--- src/rtl/uart_tx.sv ---
// 8N1 UART transmitter with a small power-of-two FIFO in front of the shifter.
// Frames are sent back-to-back while the FIFO holds data; tx idles high.
module uart_tx #(
    parameter int BAUD_RATE       = 9600,
    parameter int CLOCK_FREQUENCY = 100000000,
    parameter int FIFO_DEPTH      = 4
) (
    input  logic       clk,
    input  logic       nrst,
    input  logic [7:0] data_in,
    input  logic       valid,
    output logic       ready,
    output logic       tx,
    output logic       busy
);
    localparam int BAUD_CYCLE = CLOCK_FREQUENCY / BAUD_RATE;
    localparam int CNT_W      = $clog2(BAUD_CYCLE);
    localparam int PTR_W      = $clog2(FIFO_DEPTH);
    localparam logic [CNT_W-1:0] CNT_LAST = CNT_W'(BAUD_CYCLE - 1);
    localparam logic [PTR_W:0]   OCC_FULL = (PTR_W + 1)'(FIFO_DEPTH);

    typedef enum logic [1:0] {IDLE, START, DATA, STOP} state_e;

    state_e           state_q, state_d;
    logic [CNT_W-1:0] cnt_q, cnt_d;
    logic [2:0]       bit_q, bit_d;
    logic [7:0]       shift_q, shift_d;
    logic             tx_q, tx_d;
    logic [PTR_W-1:0] wr_ptr_q, wr_ptr_d, rd_ptr_q, rd_ptr_d;
    logic [PTR_W:0]   occ_q, occ_d;
    logic [7:0]       mem_q [FIFO_DEPTH];

    logic push, pop, empty, full, bit_end;

    assign empty   = (occ_q == '0);
    assign full    = (occ_q == OCC_FULL);
    assign push    = valid && !full;
    assign bit_end = (cnt_q == CNT_LAST);

    assign ready = !full;
    assign tx    = tx_q;
    assign busy  = (state_q != IDLE) || !empty;

    // FIFO bookkeeping; pointers wrap naturally because the depth is a power of two.
    always_comb begin
        wr_ptr_d = push ? wr_ptr_q + PTR_W'(1) : wr_ptr_q;
        rd_ptr_d = pop  ? rd_ptr_q + PTR_W'(1) : rd_ptr_q;
        occ_d    = occ_q;
        case ({push, pop})
            2'b10:   occ_d = occ_q + (PTR_W + 1)'(1);
            2'b01:   occ_d = occ_q - (PTR_W + 1)'(1);
            default: occ_d = occ_q;
        endcase
    end

    always_comb begin
        state_d = state_q;
        cnt_d   = (state_q == IDLE || bit_end) ? '0 : cnt_q + CNT_W'(1);
        bit_d   = bit_q;
        shift_d = shift_q;
        tx_d    = tx_q;
        pop     = 1'b0;
        case (state_q)
            IDLE: begin
                tx_d = 1'b1;
                if (!empty) begin
                    pop     = 1'b1;
                    shift_d = mem_q[rd_ptr_q];
                    tx_d    = 1'b0;
                    bit_d   = '0;
                    state_d = START;
                end
            end
            START: begin
                if (bit_end) begin
                    tx_d    = shift_q[0];
                    state_d = DATA;
                end
            end
            DATA: begin
                if (bit_end) begin
                    if (bit_q == 3'd7) begin
                        tx_d    = 1'b1;
                        state_d = STOP;
                    end else begin
                        bit_d = bit_q + 3'd1;
                        tx_d  = shift_q[bit_q + 3'd1];
                    end
                end
            end
            STOP: begin
                // Chain straight into the next start bit so queued bytes leave no gap.
                if (bit_end) begin
                    if (!empty) begin
                        pop     = 1'b1;
                        shift_d = mem_q[rd_ptr_q];
                        tx_d    = 1'b0;
                        bit_d   = '0;
                        state_d = START;
                    end else begin
                        state_d = IDLE;
                    end
                end
            end
            default: state_d = IDLE;
        endcase
    end

    always_ff @(posedge clk) begin
        if (!nrst) begin
            state_q  <= IDLE;
            cnt_q    <= '0;
            bit_q    <= '0;
            shift_q  <= '0;
            tx_q     <= 1'b1;
            wr_ptr_q <= '0;
            rd_ptr_q <= '0;
            occ_q    <= '0;
        end else begin
            state_q  <= state_d;
            cnt_q    <= cnt_d;
            bit_q    <= bit_d;
            shift_q  <= shift_d;
            tx_q     <= tx_d;
            wr_ptr_q <= wr_ptr_d;
            rd_ptr_q <= rd_ptr_d;
            occ_q    <= occ_d;
        end
    end

    always_ff @(posedge clk) begin
        if (nrst && push) mem_q[wr_ptr_q] <= data_in;
    end
endmodule

--- config.mk ---
export PLATFORM = sky130hd
export DESIGN_NAME = uart_tx
export DESIGN_NICKNAME = d
export VERILOG_FILES = /design/src/rtl/uart_tx.sv
export SDC_FILE = /design/constraint.sdc
export NUM_CORES = 1
export LEC_CHECK = 0
export BUFFER_PORTS_ARGS = -buffer_cell sky130_fd_sc_hd__buf_2
export CORE_AREA = 10 10 112 114
export DETAILED_ROUTE_END_ITERATION = 7
export DIE_AREA = 0 0 122 124
export GPL_ROUTABILITY_DRIVEN = 0
export GPL_TIMING_DRIVEN = 0
export PLACE_DENSITY = 0.53
export SYNTH_ARGS = -nofsm -noshare
export SYNTH_HDL_FRONTEND = slang
export SYNTH_SLANG_ARGS = --single-unit
--- constraint.sdc ---
create_clock -name clk -period 6.4 [get_ports clk]
set_input_delay 1.28 -clock clk [delete_from_list [all_inputs] [get_ports clk]]
set_output_delay 1.28 -clock clk [all_outputs]
set_load 0.05 [all_outputs]
==> results.toml <==
[global_route]
grt_pass1_vias = 1828
grt_overflow = 0
grt_max_degree = 16
grt_antenna_before_repair = 0
grt_use_total_pct = 7.685
grt_first_pass_wirelength_um = 9025

[synthesis]
synth_common_cells = "dfxtp_1 (37), nor2_1 (36), edfxtp_1 (32), mux2i_1 (18)"
yosys_warnings = 0
synth-simple-area-share_pct = 13.88
synth-seq-cells = 69
synth_edf_count = 32
syn-instance-count = 249
ys_seq_area_share_pct = 56.20
synth_area_per_cell_um2 = 12.16
ys_async_sr_fraction_pct = 0
dominantRegCellSynth = "dfxtp_1"
synth.area.top_cells = "edfxtp_1 (32%), dfxtp_1 (24%), mux2i_1 (6.0%), mux4_2 (6.0%), ha_1 (5.4%)"
synth_top_family_by_area = "simple AND/OR/NAND/NOR gates"
syn_area_um2 = 3028
syn_nets = 274
synth-xor-area-share_pct = 4.339
synthAdderAreaFrac_pct = 6.033
synth.most_common_cell = "dfxtp_1"
ys_types = 47
synth_mux_area_share_pct = 11.90
yosys.area.top_type = "edfxtp_1"
synth_compound_area_share_pct = 4.587
yosys.area.top_type_share_pct = 31.74

[floorplan]
die_w_um = 122
initial_core_util_pct = 29.60
die_y_um = 124
io-pin-count = 14
fp-row-count = 37
core_area_um2 = 10230
die-area_um2 = 15130

[cts]
numClockSinks = 69
path_clk_slew_ps = 80
clockBufferDepth = 2
cts_root_buf = "clkbuf_8"
htreeDepth = 3
cts_resized = 0
insertion_delay_ps = 360
cts_hold_buf = 0
cts_setup_buffers = 0
cts_tree = "done"
cts_buffers = 9

[sta]
setup_violations = 0
worstMarginPinSlew_ps = 665.3
timing.hold.ws_ps = 446.8
max-slew-margin-rel_pct = 55.65
setup_ws_ps = 3422
fin_crit_ps = 2978
slew_violations = 0
rsz0062_at_grt = "no"
fmax_ghz = 0.3358
hold_viol = 0
finalClockSkew_ps = 13.48
fin_crit_sh_pct = 46.53
tns_ps = 0

[routing]
drtPass1Iterations = 4
wirelength_um = 5357
drtIter0Drc = 126
remaining_drc_errors = 0
route.vias.total = 1838
viasPerCell = 4.440
final_antenna_net_count = 0
wl_per_cell_um = 12.94

[cells_and_area]
fillers = 1025
syn2layout_area_growth_pct = 13.93
fin_nets = 298
drive_gt1_share_pct = 17.27
num_antenna_cells = 0
regArea_um2 = 1702
multiInputGateArea_um2 = 1234

[worst_setup_path]
required_ps = 6680
crit_path_start_kind = "flop"
worstSetupPathType = "reg -> reg"
cp-end-kind = "flop"
worstPathMaxFanout = 4
reg2reg_depth = 11
cp_data_arrival_time_ps = 3260

[place]
post-place-ws_ps = 3318
io_buffers = 13
dp_hpwl_um = 3833

[power_and_ir_drop]
power-per-cell-area_nw_per_um2 = 420.1
p_leak_uw = 0.001231
vdd_drop_max_mv = 0.1178

[worst_hold_path]
hold_class = "reg -> reg"
worstHoldPathCells = 1

[outcome]
status = "finished, final reports clean"

[run]
max-cap-violations = 0
[critical path, cell delays in order, from the launching register on]
cell and delay [ps]:
dfxtp_1 350, ha_1 230, and3_1 250, and4_4 270, a21oi_2 70, nor3_1 410
ha_1 280, inv_1 60, fa_1 370, xor2_1 160, or3_1 310, a21oi_1 140
[cell usage in the layout, fill, tap and decap left out, types with 2 or more instances in the layout]
cell type,n
xor2_1,9
nor3_1,4
inv_6,4
a21oi_1,7
mux4_2,8
dfxtp_1,37
and3_1,6
nor2_1,36
nand4_1,3
nand3_1,4
clkbuf_8,9
ha_1,13
xnor2_1,6
inv_1,13
and2_1,3
mux2i_1,18
buf_2,15
edfxtp_1,32
or3_1,2
o21ai_0,3
buf_1,2
nand2_1,11
clkbuf_1,4
[kinds of logic (layout without fill, tap and decap cells)]
kind of cell | Yosys count | in the layout
buf+inv | 22 | 51
compound gates | 21 | 21
xor+xnor | 15 | 15
flops | 69 | 69
fa+ha+maj | 14 | 14
simple gates | 82 | 82
mux | 26 | 26
[power by group]
group          switching (µW)  total (µW)  internal [µW]
Combinational             307         536            229
Sequential               40.5         574            534
Clock                     190         339            149
Total                     537        1450            912
[per-layer routing]
metal / vias to the layer above / track usage (%) / wire [µm]
li1: 938 / - / -
met4: 0 / 4.918 / 120
met1: 865 / 9.230 / 2579
met5: - / 0 / 0
met3: 8 / 2.534 / 157
met2: 27 / 11.64 / 2500
[sequential cells by signal, summed over array words and instances, names as in the netlist, named ones only]
| name | flops |
|---|---|
| occ_q | 3 |
| cnt_q | 14 |
| state_q | 2 |
| tx | 1 |
| wr_ptr_q | 2 |
| bit_q | 3 |
| shift_q | 8 |
| mem_q | 32 |
| rd_ptr_q | 2 |
[final timing paths]
path	endpoint	startpoint	slack, ps
worst max register to register	occ_q[2]$_SDFFE_PN0P_	cnt_q[0]$_SDFF_PP0_	3420
worst min register to register	cnt_q[0]$_SDFF_PP0_	cnt_q[0]$_SDFF_PP0_	450
worst min-delay path	cnt_q[0]$_SDFF_PP0_	cnt_q[0]$_SDFF_PP0_	450
worst max-delay path	occ_q[2]$_SDFFE_PN0P_	cnt_q[0]$_SDFF_PP0_	3420
[stage by stage]
stage / instance area (µm²) / util (%) / std cells / power [µW]
after global routing: 3450 / 33.72 / 414 / 1562
after floorplan: 3028 / - / 249 / 1016
final: 3450 / 33.72 / 414 / 1449
after global placement: 3263 / 31.89 / 398 / 1116
after CTS: 3450 / 33.72 / 414 / 1476
after detailed placement: 3263 / 31.89 / 398 / 1129
[cell type report]
type                       count  share of cell area [%]
multi-input combinational    158                   35.76
sequential                    69                   49.33
clock buffer                   9                   3.591
buffer                         9                   1.269
inverter                      13                   1.415
timing repair buffer          13                   1.886
tap                          136                   4.933
clock inverter                 7                   1.814
(Power assumes the default switching activity.)
